==> src/rtl/wac_control_pkg.sv <==
// Shared constants and types for the wac_control command decoder.
// Holds opcode bytes, the error acknowledge code, FSM states and seg encoding.
package wac_control_pkg;

    localparam logic [7:0] CMD_DAC  = 8'h64;
    localparam logic [7:0] CMD_POT  = 8'h70;
    localparam logic [7:0] CMD_TEST = 8'h74;
    localparam logic [7:0] ACK_ERR  = 8'h3F;

    localparam logic [1:0] SEG_IDLE = 2'b00;
    localparam logic [1:0] SEG_DAC  = 2'b01;
    localparam logic [1:0] SEG_POT  = 2'b10;
    localparam logic [1:0] SEG_ERR  = 2'b11;

    typedef enum logic [2:0] {
        StIdle,
        StDacHi,
        StDacLo,
        StPotSel,
        StPotVal
    } state_e;

    // Debug LED code for a state; err only matters while idle.
    function automatic logic [1:0] seg_for_state(input state_e state, input logic err);
        logic [1:0] code;
        code = SEG_IDLE;
        unique case (state)
            StIdle:             code = err ? SEG_ERR : SEG_IDLE;
            StDacHi, StDacLo:   code = SEG_DAC;
            StPotSel, StPotVal: code = SEG_POT;
            default:            code = SEG_IDLE;
        endcase
        return code;
    endfunction

endpackage

==> src/rtl/wac_control_strobe_edge_detect.sv <==
// Rising-edge detector for the UART byte-valid strobe.
// One byte_evt per rising edge of tx_send, however long it stays high.
module wac_control_strobe_edge_detect (
    input  logic clk,
    input  logic rst,
    input  logic tx_send,
    output logic byte_evt
);

    logic tx_send_q;

    always_ff @(posedge clk) begin
        if (rst) begin
            tx_send_q <= 1'b0;
        end else begin
            tx_send_q <= tx_send;
        end
    end

    assign byte_evt = tx_send & ~tx_send_q;

endmodule

==> src/rtl/wac_control.sv <==
// Command decoder between the UART receiver and the DAC / digital-pot drivers.
// Parses d/p/t frames, loads peripheral registers, returns an acknowledge byte.
module wac_control
    import wac_control_pkg::*;
(
    input  logic        clk,
    input  logic        rst,
    input  logic [7:0]  data_in,
    input  logic        tx_send,
    output logic [7:0]  data_out,
    output logic        ctrl_dac,
    output logic [15:0] dato_dac,
    output logic [1:0]  mux_dpot,
    output logic        ctrl_dpot,
    output logic [7:0]  dato_dpot,
    output logic [1:0]  seg
);

    logic byte_evt;

    state_e      state_q, state_d;
    logic [7:0]  dac_hi_q, dac_hi_d;
    logic [1:0]  chan_q, chan_d;
    logic [7:0]  data_out_q, data_out_d;
    logic [15:0] dato_dac_q, dato_dac_d;
    logic [1:0]  mux_dpot_q, mux_dpot_d;
    logic [7:0]  dato_dpot_q, dato_dpot_d;
    logic        ctrl_dac_q, ctrl_dac_d;
    logic        ctrl_dpot_q, ctrl_dpot_d;
    logic        err_q, err_d;

    wac_control_strobe_edge_detect u_edge (
        .clk      (clk),
        .rst      (rst),
        .tx_send  (tx_send),
        .byte_evt (byte_evt)
    );

    always_comb begin
        state_d     = state_q;
        dac_hi_d    = dac_hi_q;
        chan_d      = chan_q;
        data_out_d  = data_out_q;
        dato_dac_d  = dato_dac_q;
        mux_dpot_d  = mux_dpot_q;
        dato_dpot_d = dato_dpot_q;
        ctrl_dac_d  = 1'b0;
        ctrl_dpot_d = 1'b0;
        err_d       = err_q;

        if (byte_evt) begin
            unique case (state_q)
                StIdle: begin
                    // Only the first byte of a frame is treated as an opcode.
                    unique case (data_in)
                        CMD_DAC: begin
                            state_d = StDacHi;
                            err_d   = 1'b0;
                        end
                        CMD_POT: begin
                            state_d = StPotSel;
                            err_d   = 1'b0;
                        end
                        CMD_TEST: begin
                            data_out_d = CMD_TEST;
                            err_d      = 1'b0;
                        end
                        default: begin
                            data_out_d = ACK_ERR;
                            err_d      = 1'b1;
                        end
                    endcase
                end
                StDacHi: begin
                    dac_hi_d = data_in;
                    state_d  = StDacLo;
                end
                StDacLo: begin
                    dato_dac_d = {dac_hi_q, data_in};
                    ctrl_dac_d = 1'b1;
                    data_out_d = CMD_DAC;
                    state_d    = StIdle;
                end
                StPotSel: begin
                    chan_d  = data_in[1:0];
                    state_d = StPotVal;
                end
                StPotVal: begin
                    mux_dpot_d  = chan_q;
                    dato_dpot_d = data_in;
                    ctrl_dpot_d = 1'b1;
                    data_out_d  = CMD_POT;
                    state_d     = StIdle;
                end
                default: begin
                    state_d = StIdle;
                end
            endcase
        end
    end

    always_ff @(posedge clk) begin
        if (rst) begin
            state_q     <= StIdle;
            dac_hi_q    <= 8'h00;
            chan_q      <= 2'b00;
            data_out_q  <= 8'h00;
            dato_dac_q  <= 16'h0000;
            mux_dpot_q  <= 2'b00;
            dato_dpot_q <= 8'h00;
            ctrl_dac_q  <= 1'b0;
            ctrl_dpot_q <= 1'b0;
            err_q       <= 1'b0;
        end else begin
            state_q     <= state_d;
            dac_hi_q    <= dac_hi_d;
            chan_q      <= chan_d;
            data_out_q  <= data_out_d;
            dato_dac_q  <= dato_dac_d;
            mux_dpot_q  <= mux_dpot_d;
            dato_dpot_q <= dato_dpot_d;
            ctrl_dac_q  <= ctrl_dac_d;
            ctrl_dpot_q <= ctrl_dpot_d;
            err_q       <= err_d;
        end
    end

    assign data_out  = data_out_q;
    assign dato_dac  = dato_dac_q;
    assign mux_dpot  = mux_dpot_q;
    assign dato_dpot = dato_dpot_q;
    assign ctrl_dac  = ctrl_dac_q;
    assign ctrl_dpot = ctrl_dpot_q;
    assign seg       = seg_for_state(state_q, err_q);

endmodule

==> config.mk <==
export PLATFORM = sky130hd
export DESIGN_NAME = wac_control
export DESIGN_NICKNAME = d
export VERILOG_FILES = /design/src/rtl/wac_control_pkg.sv /design/src/rtl/wac_control_strobe_edge_detect.sv /design/src/rtl/wac_control.sv
export SDC_FILE = /design/constraint.sdc
export NUM_CORES = 1
export LEC_CHECK = 0
export BUFFER_PORTS_ARGS = -buffer_cell sky130_fd_sc_hd__buf_4
export CORE_ASPECT_RATIO = 0.75
export CORE_UTILIZATION = 45
export CTS_BUF_LIST = sky130_fd_sc_hd__clkbuf_8
export CTS_CLUSTER_SIZE = 20
export DETAILED_ROUTE_END_ITERATION = 10
export HOLD_SLACK_MARGIN = 0.06
export PLACE_DENSITY_LB_ADDON = 0.15
export SYNTH_ARGS = -nofsm -noshare
export SYNTH_HDL_FRONTEND = slang
export SYNTH_SLANG_ARGS = --single-unit
==> constraint.sdc <==
create_clock -name clk -period 4.4 [get_ports clk]
set_input_delay 0.44 -clock clk [delete_from_list [all_inputs] [get_ports clk]]
set_output_delay 0.44 -clock clk [all_outputs]
set_load 0.1 [all_outputs]
After elaboration in Yosys (flattened, before gate mapping):

Cells that the tools add are included.
W data, S select, Z words.

* register bits after elaboration: 51
* input port bits: 11
* output and inout bits: 38
* word-level logic and storage cells: 46

* equal/unequal tests: 9
* muxes and demuxes: 9
* bitwise operators: 3
* reductions and logical operators: 14

Operators by type and width (count)
* $eq A8 B7 Y1 const B: 3
* $pmux W8 S3: 1
* $pmux W8 S2: 1
* $reduce_and A2 Y1: 6
* $pmux W3 S3: 1
* $reduce_or A2 Y1: 4
* $eq A3 B2 Y1 const B: 2
* $pmux W2 S3: 1
* $pmux W3 S2: 1
* $eq A3 B1 Y1 const B: 1
* $eq A3 B3 Y1 const B: 1
* $logic_not A3 Y1: 1
* $mux W1: 3
* $ne A3 B1 Y1 const B: 1
* $reduce_and A3 Y1: 1
* $reduce_bool A3 Y1: 1
* $reduce_or A3 Y1: 1
* $mux W2: 1
* $ne A2 B2 Y1 const B: 1
* $not A1 Y1: 2
* $and A1 B1 Y1: 1

Depth between registers and ports, before layout:

* depth after elaboration: 4
* gate-level depth with buffers: 7
* mapped depth without buffers: 4

Cells and area by module:

From an unflattened synthesis, not the netlist that was laid out.

* cells, all modules: 223
* area total of the unflattened synthesis: 1968.1 µm²

Modules (own cells, without submodules)
* wac_control: times used 1, cells an instance 220, area each 1920.6 µm², seq. area each 940.9 µm²
* wac_control_strobe_edge_detect: times used 1, cells an instance 3, area each 47.5 µm², seq. area each 20.0 µm²

Least setup slack after synthesis:

No wires, ideal clock.

* path kind: reg2out
* from: reg state_q[0]
* to: out seg[0]
* arrival: 3054 ps
* required time: 3960 ps
* slack: 906 ps
* stages on the path, launching flop included: 5
* path buffers: 2
* path through: dfxtp_1 buf_2 clkbuf_1 nor3_1 nor3b_1

* word-level cells in the longest chain between the ends: 3
* elaborated cells between the ends (all ways): 8
* those cells by class: 4 x eq/ne; 1 x mux; 3 x reduce/logical

Ends and longest elaborated chain
* start: declaration: RTL line wac_control.sv:21 `state_e state_q, state_d;`
* start signal: assignment: RTL line wac_control.sv:104 `state_q <= StIdle;`
* start signal: assignment: RTL line wac_control.sv:115 `state_q <= state_d;`
* $eq A3 B2 Y1 (tied with other cells): RTL line wac_control_pkg.sv:27 `unique case (state)`
* $reduce_or A2 Y1: RTL line wac_control_pkg.sv:27
* $pmux W2 S3 *: RTL line wac_control_pkg.sv:27
* end: declaration: RTL line wac_control.sv:16 `output logic [1:0] seg`

Mark *: on every way between the ends. The rest lies on a longest branch, timed or not.

Worst setup path in the final report:

* from: reg state_q[0]
* to: out seg[1]

The elaborated chain is that of the path after synthesis.

==> results.sh <==
export IMPL_outcome="finished clean"
export IMPL_r2r_start="state_q[2]"
export IMPL_end_kind="output pin"
export IMPL_cts_buffers=5
export IMPL_hp_class="input pin to flip-flop"
export IMPL_switching_power_mw=0.217
export IMPL_synth_distinct_cells=35
export IMPL_gp_congestion=0.872
export IMPL_synthMuxAreaShare_pct=6.41
export IMPL_finalClockSkew_ps=7.90
export IMPL_p_sw_share_pct=26.6
export IMPL_avgSynthCellArea_sq_um=8.96
export IMPL_syn_area_sq_um=1870
export IMPL_finalCritPeriodShare_pct=48.1
export IMPL_hold_start="tx_send"
export IMPL_postSynthCellCount=209
export IMPL_ys_top_cells_by_area="dfxtp_1, nand2_1, a21oi_1"
export IMPL_cts_tree="done"
export IMPL_dr_pass1_iters=4
export IMPL_dp_hpwl_um=2600
export IMPL_clk_pin_slew_ps=90
export IMPL_first_iter_violations=82
export IMPL_crit_slowest_cell="dfxtp_1"
export IMPL_p_per_area_nw_per_um2=359
export IMPL_cts_buffer_depth=2
export IMPL_synthFlopType="dfxtp_1"
export IMPL_antenna_found_initial=0
export IMPL_track_usage_pct=19.3
export IMPL_routed_wl_um=3930
export IMPL_rows=19
export IMPL_cts_sinks=48
export IMPL_crit_path_max_fanout=17
export IMPL_fmax_mhz=473
export IMPL_final_core_util_pct=59.5
export IMPL_synth_xor_area_share_pct=0.468
export IMPL_drc_errors=0
export IMPL_start_util_pct=48.9
export IMPL_synth_area_leader_cell="dfxtp_1"
export IMPL_synthDominantCellAreaShare_pct=51.3
export IMPL_rsz0062_at_grt="no"
export IMPL_die_h_um=57.9
export IMPL_final_cells=298
export IMPL_postCtsHoldBufs=0
export IMPL_ant_nets=0
export IMPL_critPathLaunch="state_q[0]"
export IMPL_fill_cells=355
export IMPL_via_per_inst=5.14
export IMPL_arrival_ps=1680
export IMPL_tightest_slew_ps=935
export IMPL_grt_pass1_vias=1377
export IMPL_multi_input_area_sq_um=779
export IMPL_path_delay_family="flip-flops"
export IMPL_yosysMostFrequentCell="dfxtp_1"
export IMPL_grt_overflow=0
export IMPL_relSlewSlack_pct=37.5
export IMPL_seqPwrFrac_pct=54.0
export IMPL_synth_adder_area_share_pct=0
export IMPL_crit_chain="nand2_1, o21ai_0, buf_4"
export IMPL_internal_power_mw=0.601
export IMPL_synth_seq_area_share_pct=51.3
export IMPL_worst_path_buf_inv=1
export IMPL_yosys_warnings=0
export IMPL_io_pins=49
export IMPL_min_period_ps=2120
export IMPL_grt_max_degree=50
export IMPL_fp_dieW_um=76.5
export IMPL_finalHoldViolCount=0
export IMPL_critical_path_required_ps=3960
export IMPL_finalWorstSetupSlack_ps=2280
export IMPL_crit_type="flip-flop to output pin"
export IMPL_p_leak_nw=0.960
export IMPL_r2r_cells=4
export IMPL_yosys_top_cells_count="dfxtp_1, nand2_1, a21oi_1"
export IMPL_grt_pass1_wl_um=6580
export IMPL_synth_edf_count=0
export IMPL_nets=257
export IMPL_clk_latency_ps=290
export IMPL_postCtsSetupBuffers=0
export IMPL_power_frac_comb_pct=12.4
export IMPL_synth_compound_area_share_pct=12.2
export IMPL_p_clk_share_pct=33.7
export IMPL_max_stage_delay_ps=730
export IMPL_dieArea_sq_um=4430
export IMPL_synth_seq_cells=48
export IMPL_cts_root_buffer="clkbuf_8"
export IMPL_finalMaxSlewViolations=0
export IMPL_wl_per_cell_um=13.2
export IMPL_area_growth_pct=21.6
export IMPL_pre_cts_slack_ps=2450
export IMPL_dp_cells=291
export IMPL_tns_ps=0
export IMPL_drive_gt1_share_pct=24.4
export IMPL_core_area_sq_um=3830
export IMPL_diodes=0
export IMPL_register_area_sq_um=961
export IMPL_num_vias=1532
export IMPL_synth_top_family_by_area="simple AND/OR/NAND/NOR gates"
export IMPL_setup_violations=0
export IMPL_cts_resized=0
export IMPL_cp_depth=3
export IMPL_synthArstFlopShare_pct=0
export IMPL_io_buffers=47
export IMPL_worst_setup_path_start_kind="flip-flop"
export IMPL_maxCapViolCount=0
export IMPL_synth_nets=220
export IMPL_irDropWorstVdd_v=0.000230
export IMPL_yosys_area_share_simple_pct=22.3
export IMPL_cts_htree_levels=2
export IMPL_hold_depth=2
-- power by group through the flow --
stage,logic [mW],registers [mW],clock network [mW]
final,0.101,0.442,0.275
after global routing,0.105,0.443,0.303
after CTS,0.101,0.442,0.280
after detailed placement,0.101,0.452,0
after global placement,0.101,0.452,0
after floorplan,0.0513,0.478,0
-- layout by cell type (no fill, tap or decap), drive strengths merged --
cell     netlist  layout
a211o          1       1
nor4           1       1
inv            6       6
nand3          8       8
dfxtp         48      48
a31oi          1       1
or4b           2       2
nand2         43      43
nor4b          2       2
mux2i         12      12
a221oi         1       1
buf           12      47
o41ai          1       1
nand2b         2       2
nand4b         2       2
nor3           3       3
nor2          18      18
clkbuf         5       7
o2bb2ai        1       1
conb           1       1
a32oi          1       1
xor2           1       1
a21o           1       1
nor2b          2       2
o21ai          3       3
a21oi         27      27
nor3b          2       2
a211oi         2       2
-- final timing paths --
| kind | endpoint | slack, ps |
|---|---|---|
| setup / recovery | seg[1] | 2280 |
| setup reg to reg | dac_hi_q[6] | 2420 |
| hold / removal | u_edge.tx_send_q | 400 |
| hold reg to reg | data_out[5] | 450 |
-- registers in the layout (all words and copies together) (netlist names) --
signal            flops
chan_q                2
ctrl_dac              1
ctrl_dpot             1
dac_hi_q              8
data_out              5
dato_dac             16
dato_dpot             8
err_q                 1
mux_dpot              2
state_q               3
u_edge.tx_send_q      1
-- per-stage QoR --
step	total power [mW]	area, sq um	hold WS, ps
6_report	0.818	2280	398
5_1_grt	0.851	2280	419
4_1_cts	0.823	2280	392
3_5_place_dp	0.553	2180	444
3_3_place_gp	0.553	2180	436
2_1_floorplan	0.529	1870	432
-- layout make-up --
cell class	count	share of cell area, %
Sequential cell	48	42.2
Multi-Input combinational cell	138	34.2
Timing Repair Buffer	47	15.5
Clock buffer	7	4.23
Tap cell	52	2.86
Inverter	6	0.989
-- routing by layer --
| metal | part of all wire [%] | track usage, % |
|---|---|---|
| met5 | 0 | 0 |
| met4 | 0.97 | 7.42 |
| met3 | 5.4 | 4.72 |
| met2 | 43 | 29.0 |
| met1 | 51 | 27.1 |
-- cells by family after synthesis --
| family | Yosys count |
|---|---|
| and+or+nand+nor | 85 |
| DFF | 48 |
| AOI/OAI and AO/OA | 39 |
| buffers and inverters | 23 |
| muxes | 12 |
| xor gates and xnor gates | 1 |
| other | 1 |
Power figures use the tool's default switching activity.
